File: config.mk
export PLATFORM = sky130hd
export DESIGN_NAME = decode_stage_flat
export DESIGN_NICKNAME = d
export VERILOG_FILES = /design/src/rtl/decode_stage_pkg.sv /design/src/rtl/decode_stage_if.sv /design/src/rtl/decode_stage_imm_gen.sv /design/src/rtl/decode_stage.sv /design/src/flat_wrapper.sv
export SDC_FILE = /design/constraint.sdc
export NUM_CORES = 1
export LEC_CHECK = 0
export ABC_AREA = 0
export BUFFER_PORTS_ARGS = -buffer_cell sky130_fd_sc_hd__buf_2
export CAP_MARGIN = 20
export CELL_PAD_IN_SITES_DETAIL_PLACEMENT = 0
export CELL_PAD_IN_SITES_GLOBAL_PLACEMENT = 2
export CORE_MARGIN = 10
export CORE_UTILIZATION = 32
export DETAILED_ROUTE_END_ITERATION = 8
export HOLD_SLACK_MARGIN = 0.06
export PLACE_DENSITY = 0.86
export SYNTH_ARGS = -nofsm -noshare
export SYNTH_HDL_FRONTEND = slang
export SYNTH_SLANG_ARGS = --single-unit
File: constraint.sdc
create_clock -name clk -period 10.25 [get_ports clk]
set_clock_uncertainty 0.2 [all_clocks]
set_input_delay 1.5375 -clock clk [delete_from_list [all_inputs] [get_ports clk]]
set_output_delay 1.5375 -clock clk [all_outputs]
set_load 0.02 [all_outputs]
File: src/rtl/decode_stage_pkg.sv
// Package common: opcode map, decoded-record layout and the FIFO fill-level type
// shared by the decode stage, its interface and the immediate generator.
package common;

  // Widest supported XLEN. Record pc/imm fields are this wide; a 32-bit build
  // leaves bits [63:32] at zero so both builds share one record type.
  localparam int XLEN_MAX = 64;

  // Base opcodes (instr[6:0]) recognised by the decoder
  localparam logic [6:0] OPC_LOAD     = 7'b0000011;
  localparam logic [6:0] OPC_LOAD_FP  = 7'b0000111;
  localparam logic [6:0] OPC_OP_IMM   = 7'b0010011;
  localparam logic [6:0] OPC_AUIPC    = 7'b0010111;
  localparam logic [6:0] OPC_STORE    = 7'b0100011;
  localparam logic [6:0] OPC_STORE_FP = 7'b0100111;
  localparam logic [6:0] OPC_OP       = 7'b0110011;
  localparam logic [6:0] OPC_LUI      = 7'b0110111;
  localparam logic [6:0] OPC_MADD     = 7'b1000011;
  localparam logic [6:0] OPC_MSUB     = 7'b1000111;
  localparam logic [6:0] OPC_NMSUB    = 7'b1001011;
  localparam logic [6:0] OPC_NMADD    = 7'b1001111;
  localparam logic [6:0] OPC_OP_FP    = 7'b1010011;
  localparam logic [6:0] OPC_BRANCH   = 7'b1100011;
  localparam logic [6:0] OPC_JALR     = 7'b1100111;
  localparam logic [6:0] OPC_JAL      = 7'b1101111;
  localparam logic [6:0] OPC_SYSTEM   = 7'b1110011;

  // Instruction format class; R_TYPE encodes as 0 so a cleared record reads as all zeros
  typedef enum logic [2:0] {
    R_TYPE,
    I_TYPE,
    S_TYPE,
    B_TYPE,
    U_TYPE,
    J_TYPE,
    SYS_TYPE,
    ILLEGAL_TYPE
  } instruction_op_type;

  // Record handed to execute
  typedef struct packed {
    logic [XLEN_MAX-1:0] pc;
    logic [6:0]          opcode;
    instruction_op_type  optype;
    logic [4:0]          rd;
    logic [4:0]          rs1;
    logic [4:0]          rs2;
    logic [2:0]          funct3;
    logic [6:0]          funct7;
    logic [XLEN_MAX-1:0] imm;
    logic                mem_read;
    logic                mem_write;
    logic                reg_write;
    logic                illegal;
  } decoded_instr_t;

  // Occupancy of the two-entry output FIFO
  typedef enum logic [1:0] {
    FILL_EMPTY,
    FILL_ONE,
    FILL_FULL
  } fill_state_t;

  // Opcode -> format class; unknown opcodes fall into ILLEGAL_TYPE
  function automatic instruction_op_type opcode_to_optype(input logic [6:0] opc);
    instruction_op_type t;
    case (opc)
      OPC_OP, OPC_OP_FP, OPC_MADD, OPC_MSUB, OPC_NMSUB, OPC_NMADD: t = R_TYPE;
      OPC_OP_IMM, OPC_JALR, OPC_LOAD, OPC_LOAD_FP:                 t = I_TYPE;
      OPC_STORE, OPC_STORE_FP:                                     t = S_TYPE;
      OPC_BRANCH:                                                  t = B_TYPE;
      OPC_LUI, OPC_AUIPC:                                          t = U_TYPE;
      OPC_JAL:                                                     t = J_TYPE;
      OPC_SYSTEM:                                                  t = SYS_TYPE;
      default:                                                     t = ILLEGAL_TYPE;
    endcase
    return t;
  endfunction

  // Register-file write enable; x0 writes are suppressed, SYSTEM only writes
  // for CSR forms (funct3 != 0), never for ECALL/EBREAK/xRET
  function automatic logic writes_rd(input instruction_op_type t,
                                     input logic [2:0] f3,
                                     input logic [4:0] rd);
    logic wr;
    wr = 1'b0;
    if (rd != 5'd0) begin
      case (t)
        R_TYPE, I_TYPE, U_TYPE, J_TYPE: wr = 1'b1;
        SYS_TYPE:                       wr = (f3 != 3'd0);
        default:                        wr = 1'b0;
      endcase
    end
    return wr;
  endfunction

endpackage

File: src/rtl/decode_stage_if.sv
// Fetch-side and execute-side handshakes of the decode stage, plus flush.
// master = the pipeline around the stage, slave = the decode stage itself.
interface decode_stage_if #(
  parameter int XLEN = 32
) ();
  import common::*;

  logic            in_valid;
  logic            in_ready;
  logic [31:0]     in_instr;
  logic [XLEN-1:0] in_pc;
  logic            flush;
  logic            out_valid;
  logic            out_ready;
  decoded_instr_t  out_dec;

  modport master (
    output in_valid, in_instr, in_pc, flush, out_ready,
    input  in_ready, out_valid, out_dec
  );

  modport slave (
    input  in_valid, in_instr, in_pc, flush, out_ready,
    output in_ready, out_valid, out_dec
  );

endinterface

File: src/rtl/decode_stage_imm_gen.sv
// imm_gen: purely combinational immediate extraction. The immediate is built
// as 32 bits then sign-extended from instr[31] to XLEN.
module imm_gen
  import common::*;
#(
  parameter int XLEN = 32
) (
  input  logic [31:7]        i_instr,
  input  instruction_op_type i_optype,
  output logic [XLEN-1:0]    o_imm
);

  logic [31:0] w_imm32;

  // Select the immediate layout of the instruction's format; other classes yield 0
  always_comb begin
    w_imm32 = '0;
    case (i_optype)
      I_TYPE: w_imm32 = {{20{i_instr[31]}}, i_instr[31:20]};
      S_TYPE: w_imm32 = {{20{i_instr[31]}}, i_instr[31:25], i_instr[11:7]};
      B_TYPE: w_imm32 = {{19{i_instr[31]}}, i_instr[31], i_instr[7],
                         i_instr[30:25], i_instr[11:8], 1'b0};
      U_TYPE: w_imm32 = {i_instr[31:12], 12'b0};
      J_TYPE: w_imm32 = {{11{i_instr[31]}}, i_instr[31], i_instr[19:12],
                         i_instr[20], i_instr[30:21], 1'b0};
      default: w_imm32 = '0;
    endcase
  end

  assign o_imm = XLEN'($signed(w_imm32));

endmodule

File: src/rtl/decode_stage.sv
// decode_stage: decodes one RV32/RV64 instruction per accepted handshake and
// queues the record in a two-entry FIFO. Decode happens before the FIFO, so
// a record is visible on out_dec the cycle after it is accepted.
module decode_stage
  import common::*;
#(
  parameter int XLEN = 32
) (
  input  logic          clk,
  input  logic          rst,
  decode_stage_if.slave bus
);

  // ---------------------------------------------------------------- decode
  instruction_op_type w_optype;
  logic               w_illegal;
  logic [XLEN-1:0]    w_imm;
  decoded_instr_t     w_dec;

  // Classify the word; anything not ending in 2'b11 is not a 32-bit encoding
  always_comb begin
    w_optype = opcode_to_optype(bus.in_instr[6:0]);
    if (bus.in_instr[1:0] != 2'b11) begin
      w_optype = ILLEGAL_TYPE;
    end
  end

  assign w_illegal = (w_optype == ILLEGAL_TYPE);

  // ILLEGAL_TYPE selects the zero immediate inside imm_gen
  imm_gen #(
    .XLEN (XLEN)
  ) u_imm_gen (
    .i_instr  (bus.in_instr[31:7]),
    .i_optype (w_optype),
    .o_imm    (w_imm)
  );

  // Assemble the record; side-effect flags are forced off for illegal words
  always_comb begin
    w_dec           = '0;
    w_dec.pc        = XLEN_MAX'(bus.in_pc);
    w_dec.opcode    = bus.in_instr[6:0];
    w_dec.optype    = w_optype;
    w_dec.rd        = bus.in_instr[11:7];
    w_dec.rs1       = bus.in_instr[19:15];
    w_dec.rs2       = bus.in_instr[24:20];
    w_dec.funct3    = bus.in_instr[14:12];
    w_dec.funct7    = bus.in_instr[31:25];
    w_dec.imm       = XLEN_MAX'(w_imm);
    w_dec.illegal   = w_illegal;
    if (!w_illegal) begin
      w_dec.mem_read  = (bus.in_instr[6:0] == OPC_LOAD) ||
                        (bus.in_instr[6:0] == OPC_LOAD_FP);
      w_dec.mem_write = (bus.in_instr[6:0] == OPC_STORE) ||
                        (bus.in_instr[6:0] == OPC_STORE_FP);
      w_dec.reg_write = writes_rd(w_optype, bus.in_instr[14:12], bus.in_instr[11:7]);
    end
  end

  // ------------------------------------------------------- occupancy FSM
  fill_state_t r_state;
  fill_state_t w_state_next;
  logic        w_in_ready;
  logic        w_out_valid;
  logic        w_push;
  logic        w_pop;

  // Hold the fill level; reset wins over flush and both empty the FIFO
  always_ff @(posedge clk) begin
    if (rst) begin
      r_state <= FILL_EMPTY;
    end else begin
      r_state <= w_state_next;
    end
  end

  // Handshake outputs depend on the fill level only; next level from push/pop/flush
  always_comb begin
    w_in_ready   = (r_state != FILL_FULL);
    w_out_valid  = (r_state != FILL_EMPTY);
    w_push       = bus.in_valid && w_in_ready && !bus.flush;
    w_pop        = w_out_valid && bus.out_ready;
    w_state_next = r_state;
    if (bus.flush) begin
      w_state_next = FILL_EMPTY;
    end else begin
      case (r_state)
        FILL_EMPTY: if (w_push) w_state_next = FILL_ONE;
        FILL_ONE: begin
          if (w_push && !w_pop) w_state_next = FILL_FULL;
          else if (w_pop && !w_push) w_state_next = FILL_EMPTY;
        end
        FILL_FULL: if (w_pop) w_state_next = FILL_ONE;
        default: w_state_next = FILL_EMPTY;
      endcase
    end
  end

  // ------------------------------------------------------------- storage
  logic                  r_wr_ptr;
  logic                  r_rd_ptr;
  decoded_instr_t [1:0]  w_slot;

  // Ring pointers; a flush realigns both to slot 0 together with the fill level
  always_ff @(posedge clk) begin
    if (rst || bus.flush) begin
      r_wr_ptr <= 1'b0;
      r_rd_ptr <= 1'b0;
    end else begin
      if (w_push) r_wr_ptr <= ~r_wr_ptr;
      if (w_pop)  r_rd_ptr <= ~r_rd_ptr;
    end
  end

  for (genvar gi = 0; gi < 2; gi++) begin : g_slot
    decoded_instr_t r_entry;

    // Capture the decoded record when this slot is the write target; slots
    // are never cleared because an empty FIFO masks them at the output
    always_ff @(posedge clk) begin
      if (w_push && (int'(r_wr_ptr) == gi)) begin
        r_entry <= w_dec;
      end
    end

    assign w_slot[gi] = r_entry;
  end

  // ------------------------------------------------------------- outputs
  assign bus.in_ready  = w_in_ready;
  assign bus.out_valid = w_out_valid;
  assign bus.out_dec   = w_out_valid ? w_slot[r_rd_ptr] : '0;

endmodule

File: src/flat_wrapper.sv
// flat-port wrapper written by rule: the top's interface ports become plain ports
module decode_stage_flat import common::*;
#(
  parameter int XLEN = 32
)
  (clk, rst, bus_in_valid, bus_in_instr, bus_in_pc, bus_flush, bus_out_ready, bus_in_ready, bus_out_valid, bus_out_dec);
  decode_stage_if #(.XLEN(XLEN)) bus_i ();
  input  logic clk;
  input  logic rst;
  input wire logic [$bits(bus_i.in_valid)-1:0] bus_in_valid;
  input wire logic [$bits(bus_i.in_instr)-1:0] bus_in_instr;
  input wire logic [$bits(bus_i.in_pc)-1:0] bus_in_pc;
  input wire logic [$bits(bus_i.flush)-1:0] bus_flush;
  input wire logic [$bits(bus_i.out_ready)-1:0] bus_out_ready;
  output wire logic [$bits(bus_i.in_ready)-1:0] bus_in_ready;
  output wire logic [$bits(bus_i.out_valid)-1:0] bus_out_valid;
  output wire logic [$bits(bus_i.out_dec)-1:0] bus_out_dec;
  assign bus_i.in_valid = bus_in_valid;
  assign bus_i.in_instr = bus_in_instr;
  assign bus_i.in_pc = bus_in_pc;
  assign bus_i.flush = bus_flush;
  assign bus_i.out_ready = bus_out_ready;
  assign bus_in_ready = bus_i.in_ready;
  assign bus_out_valid = bus_i.out_valid;
  assign bus_out_dec = bus_i.out_dec;
  decode_stage #(.XLEN(XLEN)) u_core (.clk(clk), .rst(rst), .bus(bus_i));
endmodule
==> results.json, run 1 <==
{
  "status": "complete, no violations",
  "crit_buf_inv": 2,
  "initial_utilization_pct": 32.5,
  "clockBufferDepth": 3,
  "die_h_um": 188,
  "holdBufCountCts": 0,
  "netlist_top_cells_area": "edfxtp_1 69%, mux2i_1 12%, buf_4 5.7%, nor2_1 4.6%, a21o_1 1.7%",
  "vias": 5211,
  "finalInstanceArea_um2": 10800,
  "drv_cap": 0,
  "final.fill_count": 2711,
  "diodes": 0,
  "pre_cts_slack_ns": 6.03,
  "fp.coreArea_um2": 27800,
  "final_core_util_pct": 38.9,
  "rsz0062_at_grt": "no",
  "post-dp-hpwl_um": 14600,
  "clkSlewWorstSetupHoldPaths_ns": 0.06,
  "postPlaceCellArea_um2": 10000,
  "antenna_found_initial": 1,
  "syn_avg_cell_area_um2": 14.5,
  "synth-compound-area-share_pct": 3.70,
  "crit_chain": "buf_4 > mux2i_1 > nor2_1 > buf_2",
  "relSlewSlack_pct": 30.4,
  "postCtsSetupRepairBufs": 0,
  "drc": 0,
  "grt_max_degree": 78,
  "syn_to_final_growth_pct": 19.6,
  "cts_resized": 0,
  "synth_simple_gate_area_share_pct": 7.79,
  "dieArea_um2": 35300,
  "gr-total-overflow": 0,
  "critPathSlowestCell": "dfxtp_4",
  "dr.first_iter.drc_count": 259,
  "clock_latency_ns": 0.51,
  "synth_edf_count": 206,
  "setup-tns-final_ns": 0,
  "synth_top_family_by_area": "multiplexers",
  "grt_pass1_wl_um": 32400,
  "hp-class": "flip-flop to flip-flop",
  "pin_count": 238,
  "slew_violations": 0,
  "via_per_inst": 4.39,
  "rows": 61,
  "firstDrtPassIters": 4,
  "wl_um": 21100,
  "crit_type": "flip-flop to output port",
  "timing.final.crit_share_pct": 45.8,
  "synthAdderAreaFrac_pct": 0,
  "p_leak_nw": 4.22,
  "avgRoutedWirePerCell_um": 17.8,
  "die_w_um": 188,
  "min_period_ns": 4.69,
  "htreeDepth": 1,
  "synth-main-ff-cell": "edfxtp_1",
  "clk_root_buffer_cell": "clkbuf_16",
  "finalNetCount": 863,
  "setup_viol": 0,
  "final_layout_size_suffix_gt1_share_pct": 27.9,
  "max_freq_mhz": 213,
  "grtUsageTotal_pct": 11.4,
  "detail-route-antenna-nets": 0,
  "synth_top_cells_by_count": "206 x edfxtp_1, 111 x nor2_1, 104 x mux2i_1",
  "synthCells": 621,
  "crit_path_max_incr_delay_ns": 0.89,
  "port_buffers": 173,
  "synth_cell_type_count": 41,
  "ir_drop_mv": 0.120,
  "power.density_nw_per_um2": 178,
  "synth.most_common_cell": "edfxtp_1",
  "post_synth_xor_area_fraction_pct": 0.194,
  "grt_pass1_vias": 5586,
  "ys_seq_area_share_pct": 69.4,
  "synth_top_cell_by_area": "edfxtp_1",
  "numCtsBuffers": 23,
  "tightest_slew_ns": 1.04,
  "fin_ws_ns": 5.56,
  "synthMuxAreaShare_pct": 11.7,
  "worst_ep_arrival_time_ns": 2.96,
  "hold_violations": 0,
  "async_flop_share_pct": 0,
  "clock_sinks": 210,
  "end_kind": "output port",
  "cts_tree": "done",
  "synth_area_um2": 9030,
  "critPathRequiredTime_ns": 8.51,
  "start_kind": "flip-flop",
  "cp_top_family": "buffers and inverters",
  "gp_congestion": 0.748,
  "critPathMaxFanout": 57,
  "synth_top_cell_area_share_pct": 68.5,
  "ys_ff_latch": 210,
  "yosys_warnings": 0
}
## worst min-delay path: cells and delay by family, from the launching register on
family / cells / cell delay [ns]
XOR/XNOR: 1 / 0.16
AND/OR/NAND/NOR: 1 / 0.05
flip-flops: 1 / 0.33
## area by class of cell
type | count | area [um2] | share of cell area [%]
Sequential cell | 210 | 6270 | 58.1
Multi-Input combinational cell | 377 | 2370 | 21.9
Timing Repair Buffer | 181 | 938 | 8.69
Clock buffer | 26 | 587 | 5.43
Tap cell | 378 | 473 | 4.38
Clock inverter | 15 | 156 | 1.45
Inverter | 1 | 3.75 | 0.0348
## state kept, by name (all words and copies together), names as in the netlist
signal and cells:
u_core.r_state 2, u_core.r_rd_ptr 1, u_core.r_wr_ptr 1, u_core.g_slot.r_entry 206
## report_power, final
part	leakage (nW)	switching (mW)	internal, mW
clock network	0.366	0.319	0.487
logic	1.82	0.102	0.0398
registers	2.04	0.00673	0.966
## final timing paths
path              cells after the start                                      to                           start  slack [ns]
hold / removal                        2            u_core.r_wr_ptr$_SDFFE_PP0P_    u_core.r_wr_ptr$_SDFFE_PP0P_        0.38
setup reg to reg                      5  u_core.g_slot[1].r_entry[87]$_DFFE_PP_  u_core.r_state[0]$_SDFFE_PP0P_        7.56
setup / recovery                      4                        bus_out_dec[124]    u_core.r_rd_ptr$_SDFFE_PP0P_        5.56
hold reg to reg                       2            u_core.r_wr_ptr$_SDFFE_PP0P_    u_core.r_wr_ptr$_SDFFE_PP0P_        0.38
## routing by layer
metal / share of wire (%) / track usage (%)
met5: 0.033 / 0
met4: 1.1 / 2.34
met3: 7.5 / 3.17
met2: 48 / 18.9
met1: 43 / 14.6
## cells in the final DEF (no fill, tap or decap), types with 3 or more instances in the layout
cell	instances
bufinv_16	3
mux2i_1	104
nor3_1	7
conb_1	64
a22o_1	4
buf_2	173
dfxtp_1	3
nor2_1	110
buf_4	7
a21oi_1	8
edfxtp_1	206
nand2b_1	6
nor3_2	3
clkinv_1	3
clkinv_2	6
clkbuf_16	23
a21o_1	21
and2_1	7
clkbuf_1	3
nand2_1	10
## logic make-up (layout without fill, tap and decap cells)
kind of cell,Yosys count,after routing
AND/OR/NAND/NOR,160,160
other,1,64
buffers and inverters,97,223
AO/OA/AOI/OAI,46,46
multiplexers,105,105
flip-flops,210,210
XOR/XNOR,2,2
## per-stage QoR
stage	total power, mW	hold WS, ns	cells
floorplan	1.10	0.302	684
global placement	1.13	0.359	1146
detailed placement	1.13	0.365	1146
CTS	1.95	0.384	1187
global route	2.00	0.413	1188
finish	1.92	0.384	1188
(Power assumes the default switching activity.)
==> run 2, diff against run 1 <==
- CORE_UTILIZATION: 32 -> 36
- PLACE_DENSITY: 0.86 -> 0.9
- clock period: 10.25 -> 4.59 ns (I/O delays scaled with it)
==> results.json, run 2 (synthesis results as in run 1) <==
{
  "diodes": 0,
  "syn_to_final_growth_pct": 19.5,
  "min_period_ns": 3.22,
  "grt_max_degree": 65,
  "final_cell_mix": "206 x edfxtp_1, 173 x buf_2, 110 x nor2_1, 104 x mux2i_1, 64 x conb_1",
  "largest_reg_flops": 206,
  "rsz0062_at_grt": "no",
  "clk_root_buffer_cell": "clkbuf_16",
  "clock_latency_ns": 0.50,
  "ir_drop_mv": 0.257,
  "crit_type": "flip-flop to output port",
  "dieArea_um2": 31800,
  "htreeDepth": 1,
  "finalNetCount": 865,
  "start_kind": "flip-flop",
  "dr.first_iter.drc_count": 327,
  "fp.coreArea_um2": 24500,
  "postCtsSetupRepairBufs": 0,
  "gr-total-overflow": 0,
  "via_per_inst": 4.61,
  "crit_path_max_incr_delay_ns": 0.86,
  "tightest_slew_ns": 0.915,
  "die_w_um": 178,
  "grt_pass1_wl_um": 31300,
  "detail-route-antenna-nets": 0,
  "critPathRequiredTime_ns": 3.70,
  "pin_count": 238,
  "timing.final.crit_share_pct": 70.1,
  "grtUsageTotal_pct": 12.4,
  "hp-class": "primary input to flip-flop",
  "initial_utilization_pct": 36.8,
  "critPathSlowestCell": "dfxtp_4",
  "regMostFlops": "u_core.g_slot.r_entry",
  "setup-tns-final_ns": 0,
  "cts_resized": 0,
  "holdBufCountCts": 0,
  "hold_violations": 0,
  "final_layout_size_suffix_gt1_share_pct": 28.0,
  "grt_pass1_vias": 5354,
  "antenna_found_initial": 0,
  "post-dp-hpwl_um": 14100,
  "vias": 5228,
  "cp_top_family": "flip-flops",
  "p_leak_nw": 4.24,
  "clkSlewWorstSetupHoldPaths_ns": 0.06,
  "top_regs": "u_core.g_slot.r_entry x206, u_core.r_state x2",
  "relSlewSlack_pct": 39.0,
  "worst_ep_arrival_time_ns": 2.33,
  "wl_um": 20700,
  "final_common_cell": "edfxtp_1",
  "max_freq_mhz": 311,
  "clockBufferDepth": 3,
  "cts_tree": "done",
  "gp_congestion": 0.744,
  "status": "complete, no violations",
  "crit_buf_inv": 2,
  "crit_chain": "buf_12 > mux2i_1 > nor2_1 > buf_2",
  "avgRoutedWirePerCell_um": 18.2,
  "r2r_slack_ns": 2.24,
  "power.density_nw_per_um2": 405,
  "final_core_util_pct": 44.0,
  "clock_sinks": 210,
  "slew_violations": 0,
  "port_buffers": 173,
  "numCtsBuffers": 24,
  "drc": 0,
  "end_kind": "output port",
  "rows": 57,
  "critPathMaxFanout": 43,
  "firstDrtPassIters": 4,
  "die_h_um": 178,
  "setup_viol": 0,
  "drv_cap": 0
}
[run 2: cell count changes in the layout (fill, tap and decap cells not counted)]
| cell | change |
|---|---|
| buf_4 | +1 |
| clkbuf_16 | +2 |
| clkinv_1 | -1 |
| clkinv_2 | -2 |
| clkinv_4 | -1 |
| clkinvlp_4 | +2 |
| nor3_1 | +1 |
| nor3_2 | -2 |
| nor3_4 | +1 |
| nor3b_2 | -1 |
| nor3b_4 | +1 |
[run 2: per-stage QoR]
stage / setup slack (ns) / power, mW / hold slack, ns / std cells / area, um2
6_report: 1.37 / 4.37 / 0.175 / 1135 / 10800
5_1_grt: 1.22 / 4.53 / 0.147 / 1135 / 10800
4_1_cts: 1.31 / 4.43 / 0.146 / 1135 / 10800
3_5_place_dp: 1.86 / 2.53 / 0.376 / 1094 / 10000
3_3_place_gp: 1.88 / 2.53 / 0.362 / 1094 / 10000
2_1_floorplan: 0.475 / 2.46 / 0.302 / 684 / 9290
[run 2: worst paths after layout]
path,to,start,depth (start not counted)
worst max-delay path,bus_out_dec[101],u_core.r_rd_ptr$_SDFFE_PP0P_,4
worst min-delay path,u_core.g_slot[0].r_entry[114]$_DFFE_PP_,bus_in_pc[11],1
worst max register to register,u_core.g_slot[1].r_entry[119]$_DFFE_PP_,u_core.r_state[0]$_SDFFE_PP0P_,4
worst min register to register,u_core.r_state[1]$_SDFFE_PP0P_,u_core.r_state[0]$_SDFFE_PP0P_,2
[run 2: worst reg2reg max path, cell delays in order (launching register included)]
cell and delay [ns]:
dfxtp_1 0.42, nand2b_1 0.17, nand2_1 0.17, nor3b_4 0.23
buf_4 0.71
[run 2: final cells by class]
class / count / area, um2
fill: 2297 / 13700
sequential: 210 / 6270
multi-input combinational: 377 / 2380
timing repair buffer: 182 / 946
clock buffer: 28 / 637
tap: 324 / 405
clock inverter: 13 / 149
inverter: 1 / 3.75
[run 2: where the power goes]
part / internal (mW) / switching (mW) / total [mW]
registers: 2.16 / 0.0149 / 2.17
logic: 0.0879 / 0.227 / 0.315
clock network: 1.16 / 0.724 / 1.88
[run 2: per-layer routing]
layer  wire, um  GRT usage [%]  vias up
met5          0              0        -
met4        437           3.44        0
met3       1370           2.88       32
met2       9700           20.3      164
met1       9180           16.1     2539
li1           -              -     2493
